`src/rtl/conv_mac_unit_if.sv`:
```
// conv_mac_unit_if: MMIO request/response bus between the core (master)
// and a peripheral (slave). One request per cycle, read data one cycle later.
interface conv_mac_unit_if #(
    parameter int unsigned ADDR_W = 12,
    parameter int unsigned DATA_W = 64
);

    logic              req_valid;
    logic              req_ready;
    logic              req_we;
    logic [ADDR_W-1:0] req_addr;
    logic [DATA_W-1:0] req_wdata;
    logic              resp_valid;
    logic [DATA_W-1:0] resp_rdata;

    modport master (
        output req_valid,
        output req_we,
        output req_addr,
        output req_wdata,
        input  req_ready,
        input  resp_valid,
        input  resp_rdata
    );

    modport slave (
        input  req_valid,
        input  req_we,
        input  req_addr,
        input  req_wdata,
        output req_ready,
        output resp_valid,
        output resp_rdata
    );

endinterface

```
`src/rtl/conv_mac_unit.sv`:
```
// conv_mac_unit: memory-mapped convolution engine. Holds an N_TAPS kernel and a
// sliding sample window; every DATA write pushes a sample and runs a sequential
// multiply-accumulate pass (one tap per cycle) producing a RES_W-bit result.
// Optional feature macro: CONV_SIGNED_EN (two's-complement elements/products);
// when undefined all arithmetic is unsigned.
module conv_mac_unit #(
    parameter int unsigned ADDR_W = 12,
    parameter int unsigned DATA_W = 64,
    parameter int unsigned ELEM_W = 8,
    parameter int unsigned N_TAPS = 8,
    parameter int unsigned RES_W  = 128
) (
    input  logic           clk,
    input  logic           rstn,
    conv_mac_unit_if.slave bus,
    output logic           busy
);

    localparam int unsigned PROD_W = 2 * ELEM_W;
    localparam int unsigned IDX_W  = (N_TAPS > 1) ? $clog2(N_TAPS) : 1;
    localparam int unsigned CNT_W  = 32;

    localparam logic [ADDR_W-1:0] A_KERNEL = ADDR_W'(32'h00);
    localparam logic [ADDR_W-1:0] A_DATA   = ADDR_W'(32'h08);
    localparam logic [ADDR_W-1:0] A_STATE  = ADDR_W'(32'h10);
    localparam logic [ADDR_W-1:0] A_RES_LO = ADDR_W'(32'h18);
    localparam logic [ADDR_W-1:0] A_RES_HI = ADDR_W'(32'h20);

    // Elaboration-time parameter sanity checks
    if (ELEM_W * N_TAPS > DATA_W) begin : g_chk_pack
        $error("conv_mac_unit: ELEM_W*N_TAPS must fit in DATA_W");
    end
    if (N_TAPS < 2) begin : g_chk_taps
        $error("conv_mac_unit: N_TAPS must be at least 2");
    end
    if (RES_W > 2 * DATA_W) begin : g_chk_res_max
        $error("conv_mac_unit: RES_W must not exceed 2*DATA_W");
    end
    if (RES_W < PROD_W) begin : g_chk_res_min
        $error("conv_mac_unit: RES_W must hold a full product");
    end
    if (DATA_W < 64) begin : g_chk_data
        $error("conv_mac_unit: DATA_W must be at least 64");
    end

    typedef enum logic [1:0] {
        S_IDLE = 2'd0,
        S_MAC  = 2'd1,
        S_DONE = 2'd2
    } state_e;

    state_e              state_q;
    logic [ELEM_W-1:0]   kern_q [N_TAPS];
    logic [ELEM_W-1:0]   win_q  [N_TAPS];
    logic [IDX_W-1:0]    idx_q;
    logic [RES_W-1:0]    acc_q;
    logic [RES_W-1:0]    result_q;
    logic                done_q;
    logic [CNT_W-1:0]    cnt_q;
    logic                resp_valid_q;
    logic [DATA_W-1:0]   resp_rdata_q;

    logic [ADDR_W-1:0]   addr_c;
    logic                is_kernel_c;
    logic                is_data_c;
    logic                is_state_c;
    logic                is_res_lo_c;
    logic                is_res_hi_c;
    logic                ctrl_wr_c;
    logic                req_ready_c;
    logic                rd_fire_c;
    logic                wr_fire_c;
    logic [DATA_W-1:0]   rd_data_c;
    logic [ELEM_W-1:0]   k_el_c;
    logic [ELEM_W-1:0]   w_el_c;
    logic [RES_W-1:0]    term_c;
    logic                unused_addr_lsb;

    assign unused_addr_lsb = ^bus.req_addr[2:0];

    // Address decode and handshake: control-register writes only land in IDLE
    always_comb begin
        addr_c      = {bus.req_addr[ADDR_W-1:3], 3'b000};
        is_kernel_c = (addr_c == A_KERNEL);
        is_data_c   = (addr_c == A_DATA);
        is_state_c  = (addr_c == A_STATE);
        is_res_lo_c = (addr_c == A_RES_LO);
        is_res_hi_c = (addr_c == A_RES_HI);
        ctrl_wr_c   = bus.req_we & (is_kernel_c | is_data_c | is_state_c);
        req_ready_c = rstn & (~ctrl_wr_c | (state_q == S_IDLE));
        rd_fire_c   = bus.req_valid & req_ready_c & ~bus.req_we;
        wr_fire_c   = bus.req_valid & req_ready_c & bus.req_we;
    end

    // Read data mux; unmapped addresses return zero
    always_comb begin
        rd_data_c = '0;
        if (is_kernel_c) begin
            for (int i = 0; i < N_TAPS; i++) begin
                rd_data_c[i*ELEM_W +: ELEM_W] = kern_q[i];
            end
        end else if (is_data_c) begin
            rd_data_c[ELEM_W-1:0] = win_q[0];
        end else if (is_state_c) begin
            rd_data_c[0]          = done_q;
            rd_data_c[1]          = busy;
            rd_data_c[32 +: CNT_W] = cnt_q;
        end else if (is_res_lo_c) begin
            rd_data_c = DATA_W'(result_q);
        end else if (is_res_hi_c) begin
            rd_data_c = DATA_W'(result_q >> 64);
        end
    end

`ifdef CONV_SIGNED_EN
    logic signed [PROD_W-1:0] prod_s_c;

    // Current tap product, two's-complement and sign-extended to the accumulator
    always_comb begin
        k_el_c   = kern_q[idx_q];
        w_el_c   = win_q[idx_q];
        prod_s_c = PROD_W'($signed(k_el_c)) * PROD_W'($signed(w_el_c));
        term_c   = RES_W'(prod_s_c);
    end
`else
    logic [PROD_W-1:0] prod_u_c;

    // Current tap product, unsigned and zero-extended to the accumulator
    always_comb begin
        k_el_c   = kern_q[idx_q];
        w_el_c   = win_q[idx_q];
        prod_u_c = PROD_W'(k_el_c) * PROD_W'(w_el_c);
        term_c   = RES_W'(prod_u_c);
    end
`endif

    // Control FSM, register file and read response pipeline
    always_ff @(posedge clk) begin
        if (!rstn) begin
            state_q      <= S_IDLE;
            idx_q        <= '0;
            acc_q        <= '0;
            result_q     <= '0;
            done_q       <= 1'b0;
            cnt_q        <= '0;
            resp_valid_q <= 1'b0;
            resp_rdata_q <= '0;
            for (int i = 0; i < N_TAPS; i++) begin
                kern_q[i] <= '0;
                win_q[i]  <= '0;
            end
        end else begin
            resp_valid_q <= rd_fire_c;
            resp_rdata_q <= rd_fire_c ? rd_data_c : '0;

            case (state_q)
                S_IDLE: begin
                    if (wr_fire_c) begin
                        if (is_kernel_c) begin
                            for (int i = 0; i < N_TAPS; i++) begin
                                kern_q[i] <= bus.req_wdata[i*ELEM_W +: ELEM_W];
                            end
                        end else if (is_data_c) begin
                            win_q[0] <= bus.req_wdata[ELEM_W-1:0];
                            for (int i = 1; i < N_TAPS; i++) begin
                                win_q[i] <= win_q[i-1];
                            end
                            cnt_q   <= cnt_q + CNT_W'(1);
                            done_q  <= 1'b0;
                            acc_q   <= '0;
                            idx_q   <= '0;
                            state_q <= S_MAC;
                        end else if (is_state_c && bus.req_wdata[0]) begin
                            for (int i = 0; i < N_TAPS; i++) begin
                                win_q[i] <= '0;
                            end
                            result_q <= '0;
                            done_q   <= 1'b0;
                            cnt_q    <= '0;
                        end
                    end
                end

                S_MAC: begin
                    acc_q <= acc_q + term_c;
                    idx_q <= idx_q + IDX_W'(1);
                    if (idx_q == IDX_W'(N_TAPS - 1)) begin
                        state_q <= S_DONE;
                    end
                end

                S_DONE: begin
                    result_q <= acc_q;
                    done_q   <= 1'b1;
                    state_q  <= S_IDLE;
                end

                default: state_q <= S_IDLE;
            endcase
        end
    end

    assign busy           = (state_q != S_IDLE);
    assign bus.req_ready  = req_ready_c;
    assign bus.resp_valid = resp_valid_q;
    assign bus.resp_rdata = resp_rdata_q;

endmodule

```
`src/flat_wrapper.sv`:
```
// flat-port wrapper written by rule: the top's interface ports become plain ports
module conv_mac_unit_flat 
#(
    parameter int unsigned ADDR_W = 12,
    parameter int unsigned DATA_W = 64,
    parameter int unsigned ELEM_W = 8,
    parameter int unsigned N_TAPS = 8,
    parameter int unsigned RES_W  = 128
)
  (clk, rstn, busy, bus_req_valid, bus_req_we, bus_req_addr, bus_req_wdata, bus_req_ready, bus_resp_valid, bus_resp_rdata);
  conv_mac_unit_if #(.ADDR_W(ADDR_W), .DATA_W(DATA_W)) bus_i ();
  input  logic clk;
  input  logic rstn;
  output logic busy;
  input wire logic [$bits(bus_i.req_valid)-1:0] bus_req_valid;
  input wire logic [$bits(bus_i.req_we)-1:0] bus_req_we;
  input wire logic [$bits(bus_i.req_addr)-1:0] bus_req_addr;
  input wire logic [$bits(bus_i.req_wdata)-1:0] bus_req_wdata;
  output wire logic [$bits(bus_i.req_ready)-1:0] bus_req_ready;
  output wire logic [$bits(bus_i.resp_valid)-1:0] bus_resp_valid;
  output wire logic [$bits(bus_i.resp_rdata)-1:0] bus_resp_rdata;
  assign bus_i.req_valid = bus_req_valid;
  assign bus_i.req_we = bus_req_we;
  assign bus_i.req_addr = bus_req_addr;
  assign bus_i.req_wdata = bus_req_wdata;
  assign bus_req_ready = bus_i.req_ready;
  assign bus_resp_valid = bus_i.resp_valid;
  assign bus_resp_rdata = bus_i.resp_rdata;
  conv_mac_unit #(.ADDR_W(ADDR_W), .DATA_W(DATA_W), .ELEM_W(ELEM_W), .N_TAPS(N_TAPS), .RES_W(RES_W)) u_core (.clk(clk), .rstn(rstn), .bus(bus_i), .busy(busy));
endmodule
```
`config.mk`:
```
export PLATFORM = sky130hd
export DESIGN_NAME = conv_mac_unit_flat
export DESIGN_NICKNAME = d
export VERILOG_FILES = /design/src/rtl/conv_mac_unit_if.sv /design/src/rtl/conv_mac_unit.sv /design/src/flat_wrapper.sv
export SDC_FILE = /design/constraint.sdc
export NUM_CORES = 1
export LEC_CHECK = 0
export BUFFER_PORTS_ARGS = -buffer_cell sky130_fd_sc_hd__buf_2
export CELL_PAD_IN_SITES_DETAIL_PLACEMENT = 1
export CELL_PAD_IN_SITES_GLOBAL_PLACEMENT = 2
export CORE_ASPECT_RATIO = 0.6
export CORE_MARGIN = 5
export CORE_UTILIZATION = 41
export DETAILED_ROUTE_END_ITERATION = 8
export HOLD_SLACK_MARGIN = 0.05
export PLACE_DENSITY_LB_ADDON = 0.1
export SETUP_SLACK_MARGIN = 0.15
export SLEW_MARGIN = 40
export SYNTH_ARGS = -nofsm -noshare
export SYNTH_HDL_FRONTEND = slang
export SYNTH_SLANG_ARGS = --single-unit
```
`constraint.sdc`:
```
create_clock -name clk -period 10.8 [get_ports clk]
set_input_delay 0.54 -clock clk [delete_from_list [all_inputs] [get_ports clk]]
set_output_delay 0.54 -clock clk [all_outputs]
set_load 0.02 [all_outputs]
```
==> run summary, run 1 <==
CTS sink count = 490
Max Fanout on Critical Path = 32
Antenna Nets Post-Route = 0
Fmax = 133.6 MHz
Adder-cell share of the synthesized area = 0.06401
Compound-Gate Fraction of Synth Area = 0.1466
Core box area = 0.05888 sq mm
Power Density = 151.3 mW/mm^2
Multi-input logic area = 0.01244 sq mm
Met2 WL = 40.24 mm
Via Count = 22010
Multiplexer area fraction after synthesis = 0.04320
DR vias/cell = 6.171
Initial DRC count = 2288
Gpl congestion = 0.9276
Sequential Area = 0.01077 sq mm
Buf/Inv on CP = 4
Worst setup SP type = register
Max-cap violations = 0
Worst-path clk slew = 0.06 ns
Worst Path Arrival = 8.02 ns
Fin worst setup slack = 3.317 ns
N_diodes = 0
Synth unique cells = 72
Largest family of logic cells by synthesized area = simple AND/OR/NAND/NOR gates
Setup bufs post-CTS = 0
Gr usage total = 0.2891
Residual DRC count = 0
Clock Tree Buf Depth = 3
Vias in the first global route = 21470
Yosys warning count = 0
Commonest non-fill, non-tap cell in the layout = dfxtp_1
Status = complete, no violations
Clk root buf = clkbuf_16
Avg WL per Cell = 26.76 microns
Detail Placement HPWL = 69.48 mm
Die Y = 198.3 microns
Max Clock Skew = 0.02453 ns
RSZ-0062 raised after global routing = no
Post-synthesis sequential area ratio = 0.4443
Final setup fails = 0
Largest net degree at the start of global routing = 85
First-pass GRT wire length = 140.6 mm
Cells after Synth = 2693
Initial Util = 0.4117
First-pass DRT Iterations = 8
Count of input and output buffers = 143
Area of the die = 0.06424 sq mm
GRT overflow = 0
DR top layer = met4
Routed WL = 95.44 mm
Most frequent cells in the layout = dfxtp_1, nand2_1, a21oi_1
Worst-skew pair later-pin latency = 0.62 ns
Crit-path slowest cell = mux4_2
DR WL met3 = 7.756 mm
CP top delay family = adder cells
Critical path data required time = 11.33 ns
Worst vdd ir = 110.1 uV
Final hold vios = 0
Area share of and/or/nand/nor cells after synthesis = 0.2317
Post-Synth XOR/XNOR Area = 0.02096
Async set-reset flop share out of synthesis = 0
Hold crit path type = input port to register
LEAKAGE = 9.533 nW
Crit end category = register
Worst path max stage delay = 0.69 ns
Hold WS = 0.2010 ns
Syn_nets = 2867
Crit path cell chain = buf_4, mux4_2, mux2i_2, or2_2, fa_1, fa_1, inv_1, fa_1, inv_1, fa_1, inv_1, ha_1, nand4b_1, a21oi_1, o31a_1, o21ai_0, nor4_1, mux2i_1
NumNets Final = 2919
Slew Limit Fails = 0
Met1 wire length = 45.48 mm
Die X = 323.9 microns
CP dominant cell by count = fa_1
Kind of critical path = register to register
Synthesized flop and latch total = 490
TNS Setup = 0 ns
Resize count post-CTS = 0
Total CTS buffers = 49
Synthesized area per cell = 9.001 sq um
IO Count = 147
Antenna violations before repair = 0
CTS tree = yes
Hold Buf Count CTS = 0
Fin crit share = 0.6929
Most used DFF post-synth = dfxtp_1
Layout cells sized above 1 = 0.1307
Synthesized area = 0.02424 sq mm
Slew HR = 0.3724
FP Rows = 69
Fin crit period = 7.483 ns
# fillers = 6771
H-tree level count = 2
Area growth syn-to-layout = 12.86%
DP Worst Slack = 3.063 ns
Worst-Margin Slew = 0.9414 ns
EDFF count, synth = 96
-- worst paths after layout --
kind / slack (ns) / start / endpoint / depth (start not counted)
worst min register to register: 0.45 / u_core.win_q[7][1] / u_core.win_q[7][1] / 2
worst max register to register: 3.32 / register / u_core.acc_q[116] / 18
worst min-delay path: 0.20 / bus_req_wdata[53] / u_core.kern_q[6][5] / 2
worst max-delay path: 3.32 / register / u_core.acc_q[116] / 18
-- cell families (layout without fill, tap and decap cells) --
group                      after synthesis  count (layout)
and+or+nand+nor                       1113            1113
AOI/OAI and AO/OA                      571             571
DFF                                    490             490
buffers and inverters                  303             396
adders and majority gates               94              94
muxes                                   64              64
xor gates and xnor gates                58              58
-- power breakdown --
| part | internal [mW] | switching, mW |
|---|---|---|
| clock network | 1.04 | 0.789 |
| logic | 0.148 | 0.258 |
| registers | 1.88 | 0.0234 |
| total | 3.07 | 1.07 |
-- final cells by class --
type                    count  share of cell area
multi-input cells        1900              0.4549
well taps                 781             0.03572
clock buffers              72             0.05205
repair buffers            181             0.03705
clock inverters            20            0.009468
inverters                 123             0.01706
flip-flops and latches    490              0.3938
-- state kept, by name, indices dropped and copies added, names as in the netlist, named ones only --
signal	flops
u_core.acc_q	128
u_core.bus.resp_rdata	64
u_core.bus.resp_valid	1
u_core.cnt_q	32
u_core.done_q	1
u_core.idx_q	3
u_core.kern_q	64
u_core.result_q	128
u_core.state_q	2
u_core.win_q	64
-- Yosys cell counts (all sizes together), types with 3 or more instances --
cell type	number	area, sq um
o41ai	8	70.07
mux2i	27	270.3
xor2	41	359.1
a31oi	9	56.30
and4	14	122.6
or4	25	191.4
xnor2	17	148.9
and3	53	331.6
nor2	192	728.2
a22o	27	236.5
or2	18	112.6
o211ai	12	95.09
o31a	4	35.03
mux4	32	720.7
a21o	4	30.03
dfxtp	394	7888
o31ai	19	147.6
ha	44	550.5
buf	53	252.7
inv	123	461.7
a22oi	23	172.7
a222oi	43	430.4
o2111ai	22	198.9
nor4	32	270.3
a21oi	278	1403
and2	79	494.2
fa	50	1001
nand2b	25	156.4
mux2	5	56.30
o311ai	5	43.79
or3	52	325.3
clkbuf	127	476.7
nand4	61	394.1
edfxtp	96	2883
nor2b	6	37.54
o21ai	103	515.5
nand3b	3	22.52
nand2	311	1172
nor3	33	181.4
nand3	202	1011
-- routing by layer --
metal | vias up | global-route usage
met5 | - | 0
li1 | 9780 | -
met4 | 0 | 0.06608
met2 | 842 | 0.4227
met3 | 112 | 0.04832
met1 | 11280 | 0.4461
-- per-stage QoR --
step	util	instances	power [mW]	instance area, sq um
CTS	0.4634	3566	4.171	27290
global placement	0.4344	3474	2.333	25580
finish	0.4646	3567	4.139	27360
detailed placement	0.4348	3474	2.343	25600
global route	0.4646	3567	4.289	27360
floorplan	-	2693	2.214	24240
(Power assumes the default switching activity.)
==> run 2: changes to the inputs <==
- CORE_UTILIZATION: 41 -> 35
- clock period: 10.8 -> 6.8 ns (I/O delays scaled with it)
==> run summary, run 2 (synthesized netlist as in run 1, its figures left out) <==
Status = complete, no violations
Detail Placement HPWL = 74.71 mm
Antenna violations before repair = 3
Avg WL per Cell = 26.15 microns
R2R Path End = u_core.acc_q[43]
Placed cell count = 3674
Final core utilization = 0.4205
Slew HR = 0.4530
Gr usage total = 0.2632
Switching Fraction = 0.2635
Initial DRC count = 2152
Hold crit path type = input port to register
Fin crit share = 0.9350
Initial Util = 0.3547
Antenna Nets Post-Route = 0
CTS sink count = 490
Hold WS = 0.1139 ns
Pint = 4.903 mW
Logic pwr share = 0.116
Hold path depth = 2
CTS tree = yes
Vias in the first global route = 22420
Largest net degree at the start of global routing = 79
Die X = 349.7 microns
Slew Limit Fails = 0
Most frequent cells in the layout = dfxtp_1, nand2_1, a21oi_1
RSZ-0062 raised after global routing = no
First-pass DRT Iterations = 6
Commonest non-fill, non-tap cell in the layout = dfxtp_1
Final hold vios = 0
Critical path data required time = 7.34 ns
Crit end category = register
Via Count = 22040
Max-cap violations = 0
Area growth syn-to-layout = 18.54%
H-tree level count = 2
Count of input and output buffers = 143
TNS Setup = 0 ns
Total CTS buffers = 50
Sequential Power Share = 0.455
Core box area = 0.06833 sq mm
Clock power share = 0.429
Pwr Total = 6.658 mW
IO Count = 147
Worst-path clk slew = 0.06 ns
Worst vdd ir = 179.4 uV
Worst hold start = bus_req_wdata[28]
DR vias/cell = 5.751
Top flop regs = u_core.acc_q (128), u_core.result_q (128)
NumNets Final = 3052
LEAKAGE = 10.10 nW
Fmax = 157.3 MHz
Routed WL = 100.2 mm
Final setup fails = 0
First-pass GRT wire length = 148.3 mm
Hold endpoint = u_core.kern_q[3][4]
Gpl congestion = 0.9209
FF-to-FF path depth = 21
Fin crit period = 6.358 ns
Worst setup SP type = register
Residual DRC count = 0
Kind of critical path = register to register
Area of the die = 0.07479 sq mm
Max Fanout on Critical Path = 13
Layout cells sized above 1 = 0.1484
Worst-skew pair later-pin latency = 0.62 ns
Layout Cells excl Fill = 3832
GRT overflow = 0
Worst-Margin Slew = 0.8137 ns
Max Clock Skew = 0.02020 ns
Die Y = 213.8 microns
Clock Tree Buf Depth = 3
Clk root buf = clkbuf_16
Power Density = 231.7 mW/mm^2
FP Rows = 74
Switching power = 1.755 mW
Worst Path Arrival = 6.90 ns
Register-to-register setup slack = 0.44 ns
==> run 2: changes by cell type in the layout (fill, tap and decap cells not counted), moves of 8 or more <==
cell,change
dlygate4sd3_1,+62
buf_4,+61
mux2i_2,-10
mux2i_1,+9
buf_12,+8
==> run 2: worst max-delay path by stage <==
stage / from / end / slack [ns] / depth (start not counted)
final: register / u_core.acc_q[43] / 0.44 / 21
after global placement: register / u_core.acc_q[66] / 0.34 / 22
after detailed placement: register / u_core.acc_q[66] / 0.30 / 22
after global routing: register / u_core.acc_q[43] / 0.14 / 21
after floorplan: register / u_core.acc_q[24] / 0.17 / 25
after CTS: register / u_core.acc_q[66] / 0.25 / 22
==> run 2: metrics by stage <==
stage	area, sq um	setup slack, ns
final	28730	0.4418
after global routing	28730	0.1411
after CTS	28650	0.2519
after detailed placement	26380	0.2979
after global placement	26290	0.3409
after floorplan	24240	0.1662
==> run 2: final cells by class <==
cell class / instances / area (sq um)
antenna: 3 / 7.507
clock buffer: 72 / 1476
clock inverter: 19 / 173.9
fill: 7830 / 39600
inverter: 123 / 466.7
multi-input combinational: 1900 / 12430
sequential: 490 / 10770
tap: 912 / 1141
timing repair buffer: 313 / 2267
==> run 2: power groups by stage <==
stage / Clock [mW] / Combinational (mW) / Sequential, mW
6_report: 2.86 / 0.772 / 3.03
5_1_grt: 3.04 / 0.867 / 3.03
4_1_cts: 2.93 / 0.758 / 3.03
3_5_place_dp: 0 / 0.723 / 3.09
3_3_place_gp: 0 / 0.710 / 3.09
2_1_floorplan: 0 / 0.450 / 3.07
==> run 2: timing repair <==
action                                 CTS  global route
resized for setup                        0            12
setup buffers                            0             2
setup endpoints to repair                0            45
endpoints found under the hold margin   69             0
hold buffers                            62             0
==> run 2: critical path, stage by stage, from the launching register on <==
cell and delay (ns):
dfxtp_1 0.35, buf_12 0.18, mux4_2 0.65, mux2i_1 0.19, buf_4 0.13, buf_4 0.16, nor2_1 0.08, fa_1 0.50
fa_1 0.52, fa_1 0.55, inv_1 0.06, fa_1 0.53, inv_1 0.04, ha_1 0.32, nand4_1 0.17, a21oi_2 0.24
o21ai_0 0.12, buf_4 0.18, a2111o_2 0.59, buf_4 0.21, or3_1 0.31, a21oi_1 0.17
==> run 2: layer usage <==
layer / vias to the layer above / track usage / wire length (microns)
met4: 2 / 0.06558 / 2343
met3: 100 / 0.07530 / 8438
met1: 11220 / 0.3881 / 47960
li1: 10060 / - / -
met2: 656 / 0.3795 / 41430
met5: - / 0 / 13
